**config.mk**
```make
export PLATFORM = sky130hd
export DESIGN_NAME = sprite_cmd_scheduler_flat
export DESIGN_NICKNAME = d
export VERILOG_FILES = /design/src/rtl/sprite_cmd_if.sv /design/src/rtl/sprite_cmd_scheduler.sv /design/src/flat_wrapper.sv
export SDC_FILE = /design/constraint.sdc
export NUM_CORES = 1
export LEC_CHECK = 0
export CORE_AREA = 2 2 52 102
export CTS_CLUSTER_DIAMETER = 50
export DETAILED_ROUTE_END_ITERATION = 12
export DIE_AREA = 0 0 54 104
export DONT_BUFFER_PORTS = 1
export PLACE_DENSITY = 0.63
export SYNTH_ARGS = -nofsm -noshare
export SYNTH_HDL_FRONTEND = slang
export SYNTH_SLANG_ARGS = --single-unit
```
**constraint.sdc**
```tcl
create_clock -name clk -period 3.89 [get_ports clk]
set_input_delay 0.389 -clock clk [delete_from_list [all_inputs] [get_ports clk]]
set_output_delay 0.389 -clock clk [all_outputs]
set_load 0.05 [all_outputs]
```
**src/rtl/sprite_cmd_if.sv**
```systemverilog
// sprite_cmd_if: bundles the two requester handshakes and the serial sprite link.
//   reqN_valid/command/data : requester -> scheduler command offer
//   reqN_ready              : scheduler -> requester, accept when valid & ready
//   spr_clk/spr_cmd/spr_ser : serial link to the sprite receiver
//   busy                    : scheduler not in IDLE
// master = requester/link side, slave = scheduler.
interface sprite_cmd_if;
  logic       req0_valid;
  logic [3:0] req0_command;
  logic [9:0] req0_data;
  logic       req0_ready;
  logic       req1_valid;
  logic [3:0] req1_command;
  logic [9:0] req1_data;
  logic       req1_ready;
  logic       spr_clk;
  logic       spr_cmd;
  logic       spr_ser;
  logic       busy;

  modport master (
    output req0_valid, req0_command, req0_data,
    output req1_valid, req1_command, req1_data,
    input  req0_ready, req1_ready,
    input  spr_clk, spr_cmd, spr_ser, busy
  );

  modport slave (
    input  req0_valid, req0_command, req0_data,
    input  req1_valid, req1_command, req1_data,
    output req0_ready, req1_ready,
    output spr_clk, spr_cmd, spr_ser, busy
  );
endinterface

```
**src/rtl/sprite_cmd_scheduler.sv**
```systemverilog
// sprite_cmd_scheduler: arbitrates two command requesters (round robin) and
// serialises the granted {command[3:0], data[9:0]} onto a 3-wire sprite link.
// Ports:
//   clk   : system clock, rising edge
//   reset : asynchronous, active-high
//   bus   : sprite_cmd_if.slave (requester handshakes + spr_clk/spr_cmd/spr_ser + busy)
// Each link bit is HALF_PERIOD cycles low then HALF_PERIOD cycles high.
// Frame = 14 data bits + 1 strobe bit. After reset a lone strobe bit (SYNC)
// realigns the receiver's bit counter.
module sprite_cmd_scheduler #(
  parameter int HALF_PERIOD = 4
) (
  input  logic         clk,
  input  logic         reset,
  sprite_cmd_if.slave  bus
);
  typedef enum logic [1:0] {SYNC, IDLE, SHIFT, STROBE} state_t;

  localparam logic [7:0] HP_LAST = 8'(HALF_PERIOD - 1);

  state_t      state, state_nxt;
  logic        run;      // low during the reset cycle so link outputs stay 0 until release
  logic [7:0]  hp_cnt;
  logic        phase;    // 0 = low half, 1 = high half of the current bit
  logic [3:0]  bit_cnt;
  logic [13:0] sr;
  logic        rr;

  logic idle, ticking, hp_end, bit_end;
  logic g0, g1, accept;

  assign idle    = (state == IDLE);
  assign ticking = (state == SHIFT) || (state == STROBE) || ((state == SYNC) && run);
  assign hp_end  = (hp_cnt == HP_LAST);
  assign bit_end = hp_end && phase;

  // Same-cycle grant; rr only breaks ties.
  assign g0 = bus.req0_valid && (!bus.req1_valid || !rr);
  assign g1 = bus.req1_valid && (!bus.req0_valid ||  rr);
  assign bus.req0_ready = idle && g0;
  assign bus.req1_ready = idle && g1;
  assign accept         = bus.req0_ready || bus.req1_ready;

  // Link outputs are functions of state only, so they move solely at bit
  // boundaries (start of a low phase).
  assign bus.spr_clk = ticking && phase;
  assign bus.spr_cmd = ((state == SYNC) && run) || (state == STROBE);
  assign bus.spr_ser = (state == SHIFT) && sr[13];
  assign bus.busy    = !idle;

  always_comb begin
    state_nxt = state;
    case (state)
      SYNC:    if (run && bit_end) state_nxt = IDLE;
      IDLE:    if (accept) state_nxt = SHIFT;
      SHIFT:   if (bit_end && bit_cnt == 4'd13) state_nxt = STROBE;
      STROBE:  if (bit_end) state_nxt = IDLE;
      default: state_nxt = SYNC;
    endcase
  end

  always_ff @(posedge clk or posedge reset) begin
    if (reset) begin
      state   <= SYNC;
      run     <= 1'b0;
      hp_cnt  <= '0;
      phase   <= 1'b0;
      bit_cnt <= '0;
      sr      <= '0;
      rr      <= 1'b0;
    end else begin
      run   <= 1'b1;
      state <= state_nxt;
      if (ticking) begin
        if (hp_end) begin
          hp_cnt <= '0;
          phase  <= !phase;
        end else begin
          hp_cnt <= hp_cnt + 8'd1;
        end
        if (bit_end && state == SHIFT) begin
          sr      <= {sr[12:0], 1'b0};
          bit_cnt <= (bit_cnt == 4'd13) ? 4'd0 : bit_cnt + 4'd1;
        end
      end else begin
        hp_cnt  <= '0;
        phase   <= 1'b0;
        bit_cnt <= '0;
      end
      // Command is captured at accept; later requester changes cannot reach the frame.
      if (accept) begin
        sr <= bus.req0_ready ? {bus.req0_command, bus.req0_data}
                             : {bus.req1_command, bus.req1_data};
        rr <= bus.req0_ready;  // point at the requester that lost
      end
    end
  end
endmodule

```
**src/flat_wrapper.sv**
```systemverilog
// flat-port wrapper written by rule: the top's interface ports become plain ports
module sprite_cmd_scheduler_flat 
#(
  parameter int HALF_PERIOD = 4
)
  (clk, reset, bus_req0_valid, bus_req0_command, bus_req0_data, bus_req1_valid, bus_req1_command, bus_req1_data, bus_req0_ready, bus_req1_ready, bus_spr_clk, bus_spr_cmd, bus_spr_ser, bus_busy);
  sprite_cmd_if bus_i ();
  input  logic clk;
  input  logic reset;
  input wire logic [$bits(bus_i.req0_valid)-1:0] bus_req0_valid;
  input wire logic [$bits(bus_i.req0_command)-1:0] bus_req0_command;
  input wire logic [$bits(bus_i.req0_data)-1:0] bus_req0_data;
  input wire logic [$bits(bus_i.req1_valid)-1:0] bus_req1_valid;
  input wire logic [$bits(bus_i.req1_command)-1:0] bus_req1_command;
  input wire logic [$bits(bus_i.req1_data)-1:0] bus_req1_data;
  output wire logic [$bits(bus_i.req0_ready)-1:0] bus_req0_ready;
  output wire logic [$bits(bus_i.req1_ready)-1:0] bus_req1_ready;
  output wire logic [$bits(bus_i.spr_clk)-1:0] bus_spr_clk;
  output wire logic [$bits(bus_i.spr_cmd)-1:0] bus_spr_cmd;
  output wire logic [$bits(bus_i.spr_ser)-1:0] bus_spr_ser;
  output wire logic [$bits(bus_i.busy)-1:0] bus_busy;
  assign bus_i.req0_valid = bus_req0_valid;
  assign bus_i.req0_command = bus_req0_command;
  assign bus_i.req0_data = bus_req0_data;
  assign bus_i.req1_valid = bus_req1_valid;
  assign bus_i.req1_command = bus_req1_command;
  assign bus_i.req1_data = bus_req1_data;
  assign bus_req0_ready = bus_i.req0_ready;
  assign bus_req1_ready = bus_i.req1_ready;
  assign bus_spr_clk = bus_i.spr_clk;
  assign bus_spr_cmd = bus_i.spr_cmd;
  assign bus_spr_ser = bus_i.spr_ser;
  assign bus_busy = bus_i.busy;
  sprite_cmd_scheduler #(.HALF_PERIOD(HALF_PERIOD)) u_core (.clk(clk), .reset(reset), .bus(bus_i));
endmodule
```
==> metrics.txt <==
vias 1373; antenna violations before repair 0; FF-to-FF End u_core.state[0]; WS Path Type flip-flop to output port; dpl cells 237; hold crit path type input pin to async pin; first-pass GRT wire length 6.334 mm; drt wl/cell 14.95 µm; final setup violation count 0; Final Net Count 226; R2R setup slack 2.07 ns; total CTS buffers 5; Die W 54 µm; DR iter-0 viols 31; Ports 38; RSZ-0062 raised after global routing no; Mapped Cells 186; YS warnings 0; Avg Inst Size Synth 9.720 µm²; global route overflow 0; htree depth 2; Seq/Total Area, Yosys 42.91%; biggest area consumer among synthesized cells dfrtp_1; Sink Count 31; fillers 494; CTS tree yes; vias per inst 5.604; Max-Cap Viols 0; total power 0.001389 W; flops & latches, synth 31; Setup crit end kind output port; status finished, violations left; final max-slew violation count 0; worst rel slew slack 40.75%; CTS clk-pin slew, worst paths 0.06 ns; Max VDD drop 411.2 µV; final hold vios 7; setup ws final 1.287 ns; initial core utilization 37.17%; failing checks negative hold slack; Synth cell types 38; post-synth top area share 42.91%; largest net degree at the start of global routing 39; crit start category flip-flop; die area 5616 µm²; area of the core 4865 µm²; clock buffer depth 2; Antenna Cells 0; root buffer cell clkbuf_8; Tot GR Track Use 15.11%; worst slew pin tran 0.8855 ns; Port Buffer Count 0; synthesized area 1808 µm²; share of cells above drive strength 1 9.043%; TNS Setup 0 ns; leakage 0.9545 nW; vias in the first global route 1367; CTS resizes 0; Hold WS -0.003260 ns; WP data required 3.50 ns; DRC viols 0; Setup crit end bus_req1_ready; Layout Area Growth over Synthesis 8.166%; dpl ws 1.564 ns; Final ANT Viol Nets 0; Final GP Congestion 0.7553; Mapped Nets 225; fin crit share 66.91%; Setup crit start u_core.state[1]; Worst Skew 0.002673 ns; DP HPWL 2.789 mm; Critical R2R Launch u_core.state[0]; FF-to-FF path depth 6; num rows 36; Pre-antenna DRT Iters 4; Period minus WS final 2.603 ns; top post-synthesis cells by area dfrtp_1 43%, mux2i_1 7.8%, nand3_1 5.8%, o221ai_1 5.3%, ha_1 4.8%; Worst Path Max Fanout 9; crit path DAT 2.21 ns; Die H 104 µm; Cell Pwr Density 710.2 nW/µm²; Layout Cells excl Fill 245; Clock Latency Late Sink 0.28 ns; cts hold-fix bufs 0; Max Freq 0.3842 GHz; Setup Buffers After CTS 0; Detailed Route WL 3.662 mm
-- sequential cells by signal (all words and copies together), names as in the netlist --
register / count
u_core.rr: 1
u_core.sr: 14
u_core.phase: 1
u_core.state: 2
u_core.bit_cnt: 4
u_core.run: 1
u_core.hp_cnt: 8
-- synthesized netlist by cell type (all sizes together) --
cell and instances:
and2 4, nand3 22, nand4 1, a221oi 2, xnor2 1, o22ai 4
o31ai 2, a21o 2, a22oi 2, and4bb 1, xor2 6, a21oi 5
ha 7, a31oi 3, a211o 1, o21ai 4, and3 5, clkbuf 2
nand4b 1, o211ai 1, nor4 1, a211oi 1, mux2i 14, o221ai 11
nor2 13, dfrtp 31, nor3 1, buf 7, a21boi 1, inv 12
o21bai 1, nand2 16, conb 1
-- power breakdown --
group / internal [W] / total [W] / leakage, nW / switching [W]
Combinational: 0.000213 / 0.000609 / 0.508 / 0.000396
Sequential: 0.000427 / 0.000499 / 0.395 / 0.0000725
Clock: 0.000161 / 0.000280 / 0.0515 / 0.000119
-- per-stage QoR --
stage | util, % | instance area (µm²) | hold slack, ns
2_1_floorplan | - | 1808 | 0.4668
3_3_place_gp | 38.14 | 1856 | 0.3065
3_5_place_dp | 38.14 | 1856 | 0.3157
4_1_cts | 40.20 | 1956 | 0.01148
5_1_grt | 40.20 | 1956 | 0.02890
6_report | 40.20 | 1956 | -0.003260
-- critical path, stage by stage, from the launching register on --
cell and delay, ns:
dfrtp_1 0.40, inv_1 0.11, ha_1 0.34, inv_1 0.31, nor2_1 0.77
-- worst min path at each step --
stage | startpoint | endpoint | depth (start not counted)
finish | reset | u_core.run | 1
CTS | reset | u_core.run | 1
global route | reset | u_core.run | 1
floorplan | u_core.rr | u_core.rr | 1
global placement | reset | u_core.run | 1
detailed placement | reset | u_core.run | 1
-- placed cells by master (no fill, tap or decap), types with 3 or more instances in the layout --
master / count
a21oi_1: 5
clkbuf_8: 7
and2_1: 4
mux2i_1: 14
nand2_1: 16
inv_1: 12
nor2_1: 13
o221ai_1: 11
buf_4: 3
o22ai_1: 4
dfrtp_1: 31
nand3_1: 21
o21ai_0: 3
ha_1: 7
and3_1: 5
xor2_1: 6
a31oi_1: 3
-- metal layers --
| metal | global-route usage, % | vias up | share of wire (%) |
|---|---|---|---|
| met4 | 7.857 | 0 | 3.2 |
| met5 | 0 | - | 0 |
| met2 | 25.26 | 39 | 56 |
| met1 | 16.87 | 649 | 37 |
| met3 | 3.448 | 10 | 4.2 |
| li1 | - | 675 | - |
-- cell type report --
| type | count | area (µm²) | area share [%] |
|---|---|---|---|
| Clock buffer | 8 | 100.1 | 5.118 |
| Sequential cell | 31 | 775.7 | 39.67 |
| Tap cell | 57 | 71.32 | 3.647 |
| Inverter | 12 | 45.04 | 2.303 |
| Multi-Input combinational cell | 134 | 940.9 | 48.11 |
| Timing Repair Buffer | 3 | 22.52 | 1.152 |
-- cell families after synthesis --
group	synth area share, %
AOI/OAI and AO/OA	16.75
xor gates and xnor gates	3.391
adders and majority gates	4.844
buffers and inverters	5.259
DFF	42.91
muxes	7.751
other	0.2074
and+or+nand+nor	18.89
(Power assumes the default switching activity.)
